===== config.mk =====
export PLATFORM = sky130hd
export DESIGN_NAME = cgra_ctrl
export DESIGN_NICKNAME = d
export VERILOG_FILES = /design/src/rtl/cgra_ctrl_pkg.sv /design/src/rtl/cgra_ctrl_cfg_packer.sv /design/src/rtl/cgra_ctrl.sv
export SDC_FILE = /design/constraint.sdc
export NUM_CORES = 1
export LEC_CHECK = 0
export ABC_AREA = 1
export CAP_MARGIN = 20
export CORE_AREA = 3 3 167 169
export DETAILED_ROUTE_END_ITERATION = 6
export DIE_AREA = 0 0 170 172
export GPL_TIMING_DRIVEN = 0
export PLACE_DENSITY = 0.67
export SYNTH_ARGS = -nofsm -noshare
export SYNTH_HDL_FRONTEND = slang
export SYNTH_HIERARCHICAL = 1
export SYNTH_SLANG_ARGS = --single-unit

===== constraint.sdc =====
create_clock -name Clk -period 6.5 [get_ports Clk]
set_input_delay 1.3 -clock Clk [delete_from_list [all_inputs] [get_ports Clk]]
set_output_delay 1.3 -clock Clk [all_outputs]
set_load 0.02 [all_outputs]

===== src/rtl/cgra_ctrl_pkg.sv =====
`default_nettype none
// ============================================================================
// cgra_ctrl_pkg : shared state encoding, default widths and word type
// Rev 1.0
// ============================================================================
package cgra_ctrl_pkg;

  typedef enum logic [1:0] {
    IDLE = 2'd0,
    LOAD = 2'd1,
    EXEC = 2'd2,
    DONE = 2'd3
  } ctrl_state_e;

  localparam int CFG_ADDR_W_DEF = 23;
  localparam int LEN_W_DEF      = 16;

  typedef logic [63:0] cfg_word_t;

endpackage
`default_nettype wire


===== src/rtl/cgra_ctrl_cfg_packer.sv =====
`default_nettype none
// ============================================================================
// cfg_packer : packs pairs of 32-bit beats into one 64-bit word, one-cycle strobe
// Rev 1.0
// ============================================================================
module cfg_packer
  import cgra_ctrl_pkg::*;
(
  input  logic        clk,
  input  logic        rst,
  input  logic        clear,
  input  logic        beat_fire,
  input  logic [31:0] beat_data,
  output logic        half,
  output logic        strobe,
  output cfg_word_t   word
);

  logic [31:0] low;

  always_ff @(posedge clk) begin
    if (rst) begin
      half   <= 1'b0;
      low    <= '0;
      strobe <= 1'b0;
      word   <= '0;
    end else begin
      strobe <= 1'b0;
      if (clear) begin
        half <= 1'b0;
      end else if (beat_fire) begin
        if (!half) begin
          low  <= beat_data;
          half <= 1'b1;
        end else begin
          // word holds its value between strobes
          word   <= {beat_data, low};
          strobe <= 1'b1;
          half   <= 1'b0;
        end
      end
    end
  end

endmodule
`default_nettype wire


===== src/rtl/cgra_ctrl.sv =====
`default_nettype none
// ============================================================================
// cgra_ctrl : loads a packed context into the CGRA tiles, runs it, reports done
// Optional watchdog on EXEC enabled by macro CGRA_CTRL_TIMEOUT_EN. Rev 1.0
// ============================================================================
module cgra_ctrl
  import cgra_ctrl_pkg::*;
#(
  parameter int NB_ROWS    = 4,
  parameter int NB_COLS    = 4,
  parameter int CFG_ADDR_W = CFG_ADDR_W_DEF,
  parameter int LEN_W      = LEN_W_DEF,
  parameter int TIMEOUT_W  = 20
) (
  input  logic                      Clk,
  input  logic                      Reset,
  input  logic                      Start_I,
  input  logic [CFG_ADDR_W-1:0]     Base_Addr_I,
  input  logic [LEN_W-1:0]          Ctx_Len_I,
  input  logic                      Cfg_Valid_I,
  output logic                      Cfg_Ready_O,
  input  logic [31:0]               Cfg_Data_I,
  input  logic                      Cfg_Last_I,
  output logic                      DMA_Read_En,
  output logic [63:0]               DMA_Data_In,
  output logic [CFG_ADDR_W-1:0]     DMA_Addr_In,
  output logic                      Exec_En,
  input  logic [NB_ROWS*NB_COLS-1:0] End_Exec_I,
  output logic                      Busy_O,
  output logic                      Done_O,
  output logic                      Err_O
);

  ctrl_state_e            state_q, state_d;
  logic [CFG_ADDR_W-1:0]  base_q;
  logic [CFG_ADDR_W-1:0]  addr_q;
  logic [LEN_W-1:0]       len_q;
  logic [LEN_W-1:0]       word_idx;
  logic                   err_q;
  logic                   half;
  logic                   strobe;
  cfg_word_t              word;
  logic                   to_hit;

  logic start_ok, beat_fire, final_beat, all_words, early_last, missing_last, all_end;

  assign start_ok     = (state_q == IDLE) && Start_I;
  assign all_words    = (word_idx == len_q);
  assign Cfg_Ready_O  = (state_q == LOAD) && !all_words;
  assign beat_fire    = Cfg_Valid_I && Cfg_Ready_O;
  assign final_beat   = half && (word_idx == len_q - LEN_W'(1));
  assign early_last   = beat_fire && Cfg_Last_I && !final_beat;
  assign missing_last = beat_fire && final_beat && !Cfg_Last_I;
  assign all_end      = &End_Exec_I;

  cfg_packer u_packer (
    .clk       (Clk),
    .rst       (Reset),
    .clear     (start_ok),
    .beat_fire (beat_fire),
    .beat_data (Cfg_Data_I),
    .half      (half),
    .strobe    (strobe),
    .word      (word)
  );

`ifdef CGRA_CTRL_TIMEOUT_EN
  logic [TIMEOUT_W-1:0] to_cnt;

  always_ff @(posedge Clk) begin
    if (Reset || state_q != EXEC) to_cnt <= '0;
    else                          to_cnt <= to_cnt + TIMEOUT_W'(1);
  end

  // fires in the EXEC cycle whose increment brings the counter to all-ones
  assign to_hit = (state_q == EXEC) && (to_cnt == {{(TIMEOUT_W-1){1'b1}}, 1'b0});
`else
  assign to_hit = 1'b0;
`endif

  always_ff @(posedge Clk) begin
    if (Reset) state_q <= IDLE;
    else       state_q <= state_d;
  end

  always_comb begin
    state_d = state_q;
    case (state_q)
      IDLE: if (Start_I) state_d = (Ctx_Len_I == '0) ? EXEC : LOAD;
      // EXEC entry waits for the final strobe so the two never overlap
      LOAD: if (early_last)              state_d = IDLE;
            else if (strobe && all_words) state_d = EXEC;
      EXEC: if (all_end || to_hit) state_d = DONE;
      DONE: state_d = IDLE;
      default: state_d = IDLE;
    endcase
  end

  always_ff @(posedge Clk) begin
    if (Reset) begin
      base_q   <= '0;
      len_q    <= '0;
      word_idx <= '0;
      addr_q   <= '0;
      err_q    <= 1'b0;
    end else begin
      if (start_ok) begin
        base_q   <= Base_Addr_I;
        len_q    <= Ctx_Len_I;
        word_idx <= '0;
        err_q    <= 1'b0;
      end
      if (beat_fire && half) begin
        addr_q   <= base_q + CFG_ADDR_W'(word_idx);
        word_idx <= word_idx + LEN_W'(1);
      end
      if (early_last || missing_last) err_q <= 1'b1;
      if (to_hit && !all_end)          err_q <= 1'b1;
    end
  end

  assign DMA_Read_En = strobe;
  assign DMA_Data_In = word;
  assign DMA_Addr_In = addr_q;
  assign Exec_En     = (state_q == EXEC);
  assign Busy_O      = (state_q != IDLE);
  assign Done_O      = (state_q == DONE);
  assign Err_O       = err_q;

endmodule
`default_nettype wire


==> flow_summary.yaml, run 1 <==
logic_synthesis:
  synth_edf_count: 0
  yosysTopAreaCell: "dfxtp_1"
  yosysTopAreaCellShare_pct: 39.7
  synth.area.top_cells: "dfxtp_1, nand2_1, nor2_1"
  ys.flop_type: "dfxtp_1"
  synth_warnings: 6
  yosysUniqueCellTypes: 44
  syn_inst: 1350
  synthTopCellsByCount: "nand2_1, nor2_1, dfxtp_1"
  syn-cell-area_sq_um: 9030
  synth.most_common_cell: "nand2_1"
  synth_fp_nets: 1461
  syn_area_per_cell_sq_um: 6.69
  async_flop_share_pct: 0
  ys_ff_latch: 179
  ys_seq_area_share_pct: 39.7
finish:
  regArea_sq_um: 3580
  drive_above_1_share_pct: 6.83
  multi_input_area_sq_um: 4490
  nets: 1664
  synthToLayoutAreaGrowth_pct: 32.4
  n_fill_cell: 2708
floorplanning:
  fp-row-count: 60
  ios: 185
  core_sq_um: 26700
  dieArea_sq_um: 29200
  die_w_um: 170
  initial_core_util_pct: 33.8
  die_h_um: 172
detailed_routing:
  wirelength_um: 28100
  dr.pass1.iters: 5
  dr.first_iter.drc_count: 731
  wl_per_cell_um: 14.7
  ant_nets: 0
  via_per_inst: 4.77
  dr_total_vias: 9108
  drc: 0
timing:
  max_freq_mhz: 275
  maxSlewHeadroom_pct: 50.6
  hold_viol_final: 0
  rsz0062_at_grt: "no"
  fin_crit_ns: 3.63
  worstMarginPinSlew_ns: 0.741
  period_share_pct: 55.9
  setup_viol: 0
  skew_ns: 0.0203
  fin_setup_tns_ns: 0
  slew_violations: 0
  holdWs_ns: 0.465
power:
  intPower_mw: 2.13
  p_comb_share_pct: 28.5
  power_frac_seq_pct: 38.6
  switchingPower_mw: 1.30
  cellLeakagePower_nw: 5.37
  p_sw_share_pct: 37.8
  vdd_drop_max_mv: 0.128
  power.density_nw_per_um2: 287
  p_clk_share_pct: 32.9
global_route:
  grt_max_degree: 24
  grt_overflow_total: 0
  busiest_layer: "met2"
  grt_usage_pct: 19.0
  met3_usage_pct: 3.86
  grt_pass1_vias: 8591
  use_met1_pct: 26.1
  use_met2_pct: 29.7
  antenna_found_initial: 1
  grt_pass1_wl_um: 44200
clocking:
  cts_tree: "done"
  cts.sinks: 179
  cts_root_buf: "clkbuf_16"
  cts.repair.resized: 0
  cts_buffers: 17
  cts_setup_buffers: 0
  max-clock-path-buffers: 2
  clk_latency_ns: 0.46
  clkTransAtPathRegs_ns: 0.08
  h-tree-depth: 4
  cts_hold_buf: 0
min_path:
  hold_class: "reg -> reg"
  hold_end: "DMA_Addr_In[0]"
  min_delay_path_depth: 2
  hold_start: "DMA_Addr_In[0]"
worst_setup_path:
  reg2reg_to: "DMA_Addr_In[20]"
  rr_worst_depth: 11
  path_class: "reg -> out"
  rrSetupSlack_ns: 3.90
  cp-end-kind: "output pin"
  cp_data_arrival_time_ns: 2.33
  crit_fanout: 7
  r2r_start: "word_idx[0]"
  cp.required_ns: 5.20
  cp-start-kind: "flip-flop"
place:
  gp_congestion: 0.902
  numPortBuffers: 184
  hpwl_um: 21600
outcome:
  status: "finished clean"
run:
  drv_cap: 0
routing by layer:
| layer | up-vias | share of wire, % |
|---|---|---|
| met1 | 4148 | 48 |
| met4 | 0 | 2.7 |
| met5 | - | 0 |
| met3 | 45 | 6.0 |
| met2 | 254 | 44 |
| li1 | 4661 | - |
power groups by stage:
| stage | Clock (mW) | Sequential [mW] | Combinational [mW] |
|---|---|---|---|
| after floorplan | 0 | 1.34 | 0.647 |
| after detailed placement | 0 | 1.35 | 0.964 |
| after CTS | 1.14 | 1.32 | 0.968 |
| after global placement | 0 | 1.35 | 0.955 |
| final | 1.13 | 1.33 | 0.977 |
| after global routing | 1.19 | 1.34 | 1.10 |
flip-flops by register name, summed over array words and instances (netlist names), 2 cells and up:
name / cells
u_packer/word: 64
word_idx: 16
base_q: 23
DMA_Addr_In: 23
len_q: 16
u_packer/low: 32
state_q: 2
worst max-delay path, stage by stage, from the launching register on:
cell             delay, ns
dfxtp_1               0.49
inv_1                 0.15
nand2_1               0.10
nand2_1               0.07
nand4_1               0.12
nor2_2                0.08
a21boi_0              0.22
clkdlybuf4s50_1       0.65
placed cells by master (no fill, tap or decap), types with 2 or more instances in the layout:
cell	Yosys	routed
nor3_1	8	8
xnor2_1	19	19
nand3_2	5	5
clkbuf_1	21	21
nand2_1	295	295
a21o_1	2	2
buf_4	6	6
nor2_2	10	10
inv_2	9	9
nand2_2	3	3
inv_12	0	6
o211ai_1	2	2
nor4_1	7	7
buf_6	5	5
clkdlybuf4s50_1	0	184
ha_1	18	18
buf_1	6	6
nand4_1	14	14
a31oi_1	5	5
nor3b_2	2	2
inv_6	1	3
a21oi_1	106	106
clkinv_8	0	5
o22ai_1	2	2
o21ai_0	60	60
inv_1	154	154
nor2_1	261	261
nand3_1	72	72
buf_2	23	23
clkbuf_16	0	17
o21ai_1	20	20
dfxtp_1	179	179
xor2_1	14	14
o21bai_1	4	4
nor2_4	4	4
how the worst max path moves through the flow:
stage,slack [ns],from,depth (start not counted),to
global route,2.74,word_idx[6],8,Cfg_Ready_O
global placement,2.70,Start_I,10,u_packer/word[51]
CTS,2.88,word_idx[2],7,Cfg_Ready_O
detailed placement,2.71,Start_I,10,u_packer/word[52]
floorplan,3.87,Start_I,10,u_packer/word[0]
finish,2.87,word_idx[2],7,Cfg_Ready_O
cell families after synthesis:
| kind of cell | after synthesis | synth area share (%) |
|---|---|---|
| AND/OR/NAND/NOR | 685 | 31.7 |
| buffers and inverters | 227 | 10.6 |
| XOR/XNOR | 33 | 3.20 |
| adder cells (fa/ha/maj) | 19 | 2.72 |
| AO/OA/AOI/OAI | 207 | 12.1 |
| flip-flops | 179 | 39.7 |
area by class of cell:
cell class                      count  share of cell area (%)
Buffer                             62                    2.78
Tap cell                          341                    3.57
Timing Repair Buffer              184                    15.4
Multi-Input combinational cell    944                    37.5
Sequential cell                   179                    30.0
Clock buffer                       17                    3.56
Clock inverter                     15                    1.90
Inverter                          165                    5.24
Antenna cell                        1                  0.0209
stage by stage:
| step | power, mW | instance area [sq um] | util [%] | std cells | setup WS [ns] |
|---|---|---|---|---|---|
| finish | 3.43 | 12000 | 44.7 | 1908 | 2.87 |
| global route | 3.63 | 12000 | 44.7 | 1908 | 2.74 |
| CTS | 3.44 | 12000 | 44.7 | 1907 | 2.88 |
| detailed placement | 2.31 | 11300 | 42.3 | 1875 | 2.71 |
| global placement | 2.30 | 11300 | 42.3 | 1875 | 2.70 |
| floorplan | 1.99 | 9030 | - | 1350 | 3.87 |
No activity file was read; power rests on OpenSTA's default activity.
==> run 2, diff against run 1 <==
Settings changed: PLACE_DENSITY 0.67 to 0.69.
Clock period 6.5 ns to 3.1 ns, I/O delays scaled along.
==> flow_summary.yaml, run 2 (synthesized netlist as in run 1, its figures left out) <==
outcome:
  status: "finished clean"
finish:
  mostFrequentLayoutCell: "nand2_1"
  layout_common_cells: "nand2_1, nor2_1, clkdlybuf4s50_1, dfxtp_1, inv_1"
  top_regs: "u_packer/word (64), u_packer/low (32)"
  synthToLayoutAreaGrowth_pct: 32.1
  fin_area_sq_um: 11900
  max_flop_register: "u_packer/word"
  finalNonFillerCells: 1909
  n_fill_cell: 2727
  largest_register_ffs: 64
  nets: 1664
  drive_above_1_share_pct: 6.83
worst_setup_path:
  crit_fanout: 7
  cpMostUsedCell: "nand2_1"
  path_class: "reg -> out"
  slowest_delay_ns: 0.64
  path_cells: "inv_1 -> nand2_1 -> nand2_1 -> nand4_1 -> nor2_2 -> a21boi_0 -> clkdlybuf4s50_1"
  crit_slowest_cell: "clkdlybuf4s50_1"
  cp_data_arrival_time_ns: 2.34
  cp-end-kind: "output pin"
  crit_family: "buffers and inverters"
  cp-start-kind: "flip-flop"
  cp_num_buf_inv: 2
  cp.required_ns: 2.48
detailed_routing:
  dr_total_vias: 9117
  dr.first_iter.drc_count: 628
  wirelength_um: 28000
  wl_per_cell_um: 14.7
  dr.pass1.iters: 5
  drc: 0
  via_per_inst: 4.78
  ant_nets: 0
clocking:
  cts_setup_buffers: 0
  cts_root_buf: "clkbuf_16"
  clk_latency_ns: 0.45
  cts_hold_buf: 0
  cts_tree: "done"
  clkTransAtPathRegs_ns: 0.08
  cts_buffers: 17
  cts.sinks: 179
  cts.repair.resized: 0
  h-tree-depth: 4
  max-clock-path-buffers: 2
timing:
  fin_crit_ns: 2.96
  skew_ns: 0.0180
  max_freq_mhz: 338
  slew_violations: 0
  worstMarginPinSlew_ns: 0.727
  hold_viol_final: 0
  rsz0062_at_grt: "no"
  maxSlewHeadroom_pct: 51.5
  period_share_pct: 95.4
  setup_viol: 0
global_route:
  grt_pass1_vias: 8751
  grt_max_degree: 22
  grt_usage_pct: 18.9
  grt_overflow_total: 0
  grt_pass1_wl_um: 44300
  antenna_found_initial: 1
power:
  cellLeakagePower_nw: 5.35
  p_sw_share_pct: 37.2
  power.density_nw_per_um2: 592
  power_frac_seq_pct: 39.3
  vdd_drop_max_mv: 0.294
  p_comb_share_pct: 29.0
  intPower_mw: 4.43
  switchingPower_mw: 2.63
  p_clk_share_pct: 31.7
floorplanning:
  initial_core_util_pct: 33.8
  die_w_um: 170
  die_h_um: 172
  core_sq_um: 26700
  ios: 185
  fp-row-count: 60
  dieArea_sq_um: 29200
run:
  drv_cap: 0
min_path:
  hold_class: "reg -> reg"
place:
  hpwl_um: 21700
  place_area_sq_um: 11300
  dp_cells: 1875
  gp_congestion: 0.912
  numPortBuffers: 184
[run 2: cell types whose count changed in the layout (fill, tap and decap cells not counted), sizes merged]
| cell | change |
|---|---|
| clkinv | +3 |
| diode | +1 |
| clkinvlp | +1 |
| inv | -4 |
[run 2: power groups by stage]
stage	combinational (mW)	clock [mW]	sequential, mW
6_report	2.04	2.24	2.78
3_5_place_dp	2.03	0	2.83
4_1_cts	2.04	2.29	2.78
2_1_floorplan	1.36	0	2.81
5_1_grt	2.29	2.38	2.81
3_3_place_gp	2.00	0	2.82
[run 2: through the flow]
stage | total power, mW | hold WS, ns | TNS (ns) | worst slack (ns) | utilization (%)
2_1_floorplan | 4.16 | 0.445 | 0 | 1.02 | -
3_3_place_gp | 4.82 | 0.455 | -0.0244 | -0.0169 | 42.3
3_5_place_dp | 4.85 | 0.470 | -0.164 | -0.0326 | 42.3
4_1_cts | 7.10 | 0.480 | 0 | 0.165 | 44.6
5_1_grt | 7.48 | 0.495 | 0 | 0.00286 | 44.6
6_report | 7.06 | 0.475 | 0 | 0.143 | 44.6
[run 2: cell type report]
class | count | area (sq um) | share of cell area [%]
diodes | 2 | 5.00 | 0.0420
plain buffers | 62 | 333 | 2.79
clock buffers | 17 | 425 | 3.57
clock inverters | 15 | 198 | 1.66
inverters | 165 | 627 | 5.26
multi-input cells | 944 | 4490 | 37.6
flip-flops and latches | 179 | 3580 | 30.0
well taps | 341 | 427 | 3.58
repair buffers | 184 | 1840 | 15.4
[run 2: layer usage]
| metal | vias to the layer above | share of wire, % | track usage [%] | routed length [um] |
|---|---|---|---|---|
| li1 | 4653 | - | - | - |
| met1 | 4157 | 46 | 25.2 | 13000 |
| met2 | 267 | 44 | 30.5 | 12400 |
| met3 | 40 | 6.5 | 4.12 | 1830 |
| met4 | 0 | 2.5 | 6.35 | 707 |
| met5 | - | 0 | 0 | 0 |
[run 2: path summary, 6_finish.rpt]
kind                            slack, ns  depth (start not counted)              end      startpoint
worst min-delay path                 0.47                          2   DMA_Addr_In[0]  DMA_Addr_In[0]
worst min register to register       0.47                          2   DMA_Addr_In[0]  DMA_Addr_In[0]
worst max register to register       0.51                         11  DMA_Addr_In[20]     word_idx[0]
worst max-delay path                 0.14                          7      Cfg_Ready_O     word_idx[2]
[run 2: tightest hold or removal path, cell delays in order (launching register included)]
cell	delay, ns
dfxtp_1	0.31
nand2_1	0.06
a21oi_1	0.06
==> run 3, diff against run 2 <==
Settings changed: CAP_MARGIN 20 to default, TNS_END_PERCENT from default to 50.
Clock period 3.1 ns to 2.5 ns, I/O delays scaled along.
==> flow_summary.yaml, run 3 (synthesized netlist as in run 1, its figures left out) <==
run:
  drv_cap: 0
detailed_routing:
  wl_per_cell_um: 14.7
  dr_total_vias: 9153
  via_per_inst: 4.79
  wirelength_um: 28100
  drc: 0
  ant_nets: 0
  dr.pass1.iters: 5
  dr.first_iter.drc_count: 590
floorplanning:
  fp-row-count: 60
  core_sq_um: 26700
  dieArea_sq_um: 29200
  ios: 185
  initial_core_util_pct: 33.8
  die_w_um: 170
  die_h_um: 172
finish:
  final_core_util_pct: 44.7
  max_flop_register: "u_packer/word"
  layout_common_cells: "nand2_1, nor2_1, clkdlybuf4s50_1, dfxtp_1, inv_1"
  largest_register_ffs: 64
  mostFrequentLayoutCell: "nand2_1"
  finalNonFillerCells: 1910
  drive_above_1_share_pct: 7.72
  synthToLayoutAreaGrowth_pct: 32.3
  n_fill_cell: 2727
  top_regs: "u_packer/word (64), u_packer/low (32)"
  nets: 1665
place:
  gp_congestion: 0.912
  preCtsSetupSlack_ns: -0.513
  hpwl_um: 21700
  dp_cells: 1875
  numPortBuffers: 184
timing:
  period_share_pct: 94.2
  slew_violations: 0
  worstMarginPinSlew_ns: 0.727
  setup_viol: 0
  max_freq_mhz: 424
  rsz0062_at_grt: "no"
  maxSlewHeadroom_pct: 51.5
  fin_setup_tns_ns: 0
  hold_viol_final: 0
  fin_crit_ns: 2.36
  skew_ns: 0.0170
  setup_slack_ns: 0.144
min_path:
  hold_end: "DMA_Addr_In[0]"
  hold_start: "DMA_Addr_In[0]"
  min_delay_path_depth: 2
  hold_class: "reg -> reg"
clocking:
  clk_latency_ns: 0.45
  cts_buffers: 17
  clkTransAtPathRegs_ns: 0.08
  h-tree-depth: 4
  max-clock-path-buffers: 2
  cts_hold_buf: 0
  cts_root_buf: "clkbuf_16"
  cts_tree: "done"
  cts.sinks: 179
global_route:
  grt_usage_pct: 18.9
  antenna_found_initial: 1
  grt_overflow_total: 0
  grt_max_degree: 22
  grt_pass1_vias: 8751
  grt_pass1_wl_um: 44300
power:
  vdd_drop_max_mv: 0.361
  power.density_nw_per_um2: 733
  cellLeakagePower_nw: 5.37
worst_setup_path:
  cp.required_ns: 2.00
  rr_worst_depth: 14
  cp_data_arrival_time_ns: 1.86
  crit_fanout: 7
  rrSetupSlack_ns: 0.21
  r2r_start: "word_idx[12]"
  reg2reg_to: "u_packer/word[48]"
  cp-start-kind: "flip-flop"
  path_class: "reg -> out"
  cp-end-kind: "output pin"
outcome:
  status: "finished clean"
-- run 3: cell types whose count changed in the layout (fill, tap and decap cells not counted), sizes merged --
cell           before  now
clkbuf             38   39
clkdlybuf4s50     184  183
buf                41   42
-- run 3: layout make-up --
cell class / count / area [sq um] / share of cell area [%]
Sequential cell: 179 / 3590 / 30.0
Tap cell: 341 / 427 / 3.57
Clock buffer: 17 / 425 / 3.56
Timing Repair Buffer: 185 / 1840 / 15.4
Clock inverter: 15 / 198 / 1.65
Multi-Input combinational cell: 944 / 4500 / 37.6
Buffer: 62 / 337 / 2.82
Antenna cell: 2 / 5.00 / 0.0419
Inverter: 165 / 627 / 5.25
-- run 3: metal layers --
metal / share of wire, % / vias up / track usage, %
met5: 0 / - / 0
met1: 46 / 4166 / 25.2
met4: 2.6 / 0 / 6.35
met3: 6.5 / 46 / 4.12
met2: 44 / 280 / 30.5
li1: - / 4661 / -
-- run 3: worst max-delay path by stage --
stage                  from                 to
5_1_grt        word_idx[12]  u_packer/word[49]
3_5_place_dp        Start_I  u_packer/word[48]
3_3_place_gp        Start_I  u_packer/word[48]
4_1_cts         word_idx[0]    DMA_Addr_In[20]
6_report       word_idx[10]        Cfg_Ready_O
2_1_floorplan   word_idx[0]    DMA_Addr_In[20]
-- run 3: where the power goes --
part / leakage, nW / switching (mW) / internal [mW] / total [mW]
registers: 1.46 / 0.260 / 3.18 / 3.44
logic: 3.62 / 1.60 / 0.935 / 2.54
clock network: 0.297 / 1.40 / 1.38 / 2.78
total: 5.37 / 3.26 / 5.50 / 8.76
-- run 3: repair_timing --
action,in CTS,in global routing
pin swaps,0,1
setup endpoints to repair,31,70
buffers inserted,0,1
gates resized for setup,5,13
-- run 3: critical path: stages, from the launching register on --
cell and delay [ns]:
dfxtp_1 0.37, buf_4 0.18, xor2_1 0.25, nor2_1 0.06, nand3_1 0.08, nor2_2 0.06, a21boi_0 0.19, clkbuf_2 0.21
-- run 3: stage by stage --
stage | cell area [sq um] | hold WS, ns | power (mW)
after CTS | 11900 | 0.480 | 8.80
after global routing | 11900 | 0.495 | 9.28
after floorplan | 9030 | 0.445 | 5.16
after detailed placement | 11300 | 0.470 | 6.02
final | 11900 | 0.475 | 8.76
after global placement | 11300 | 0.455 | 5.97
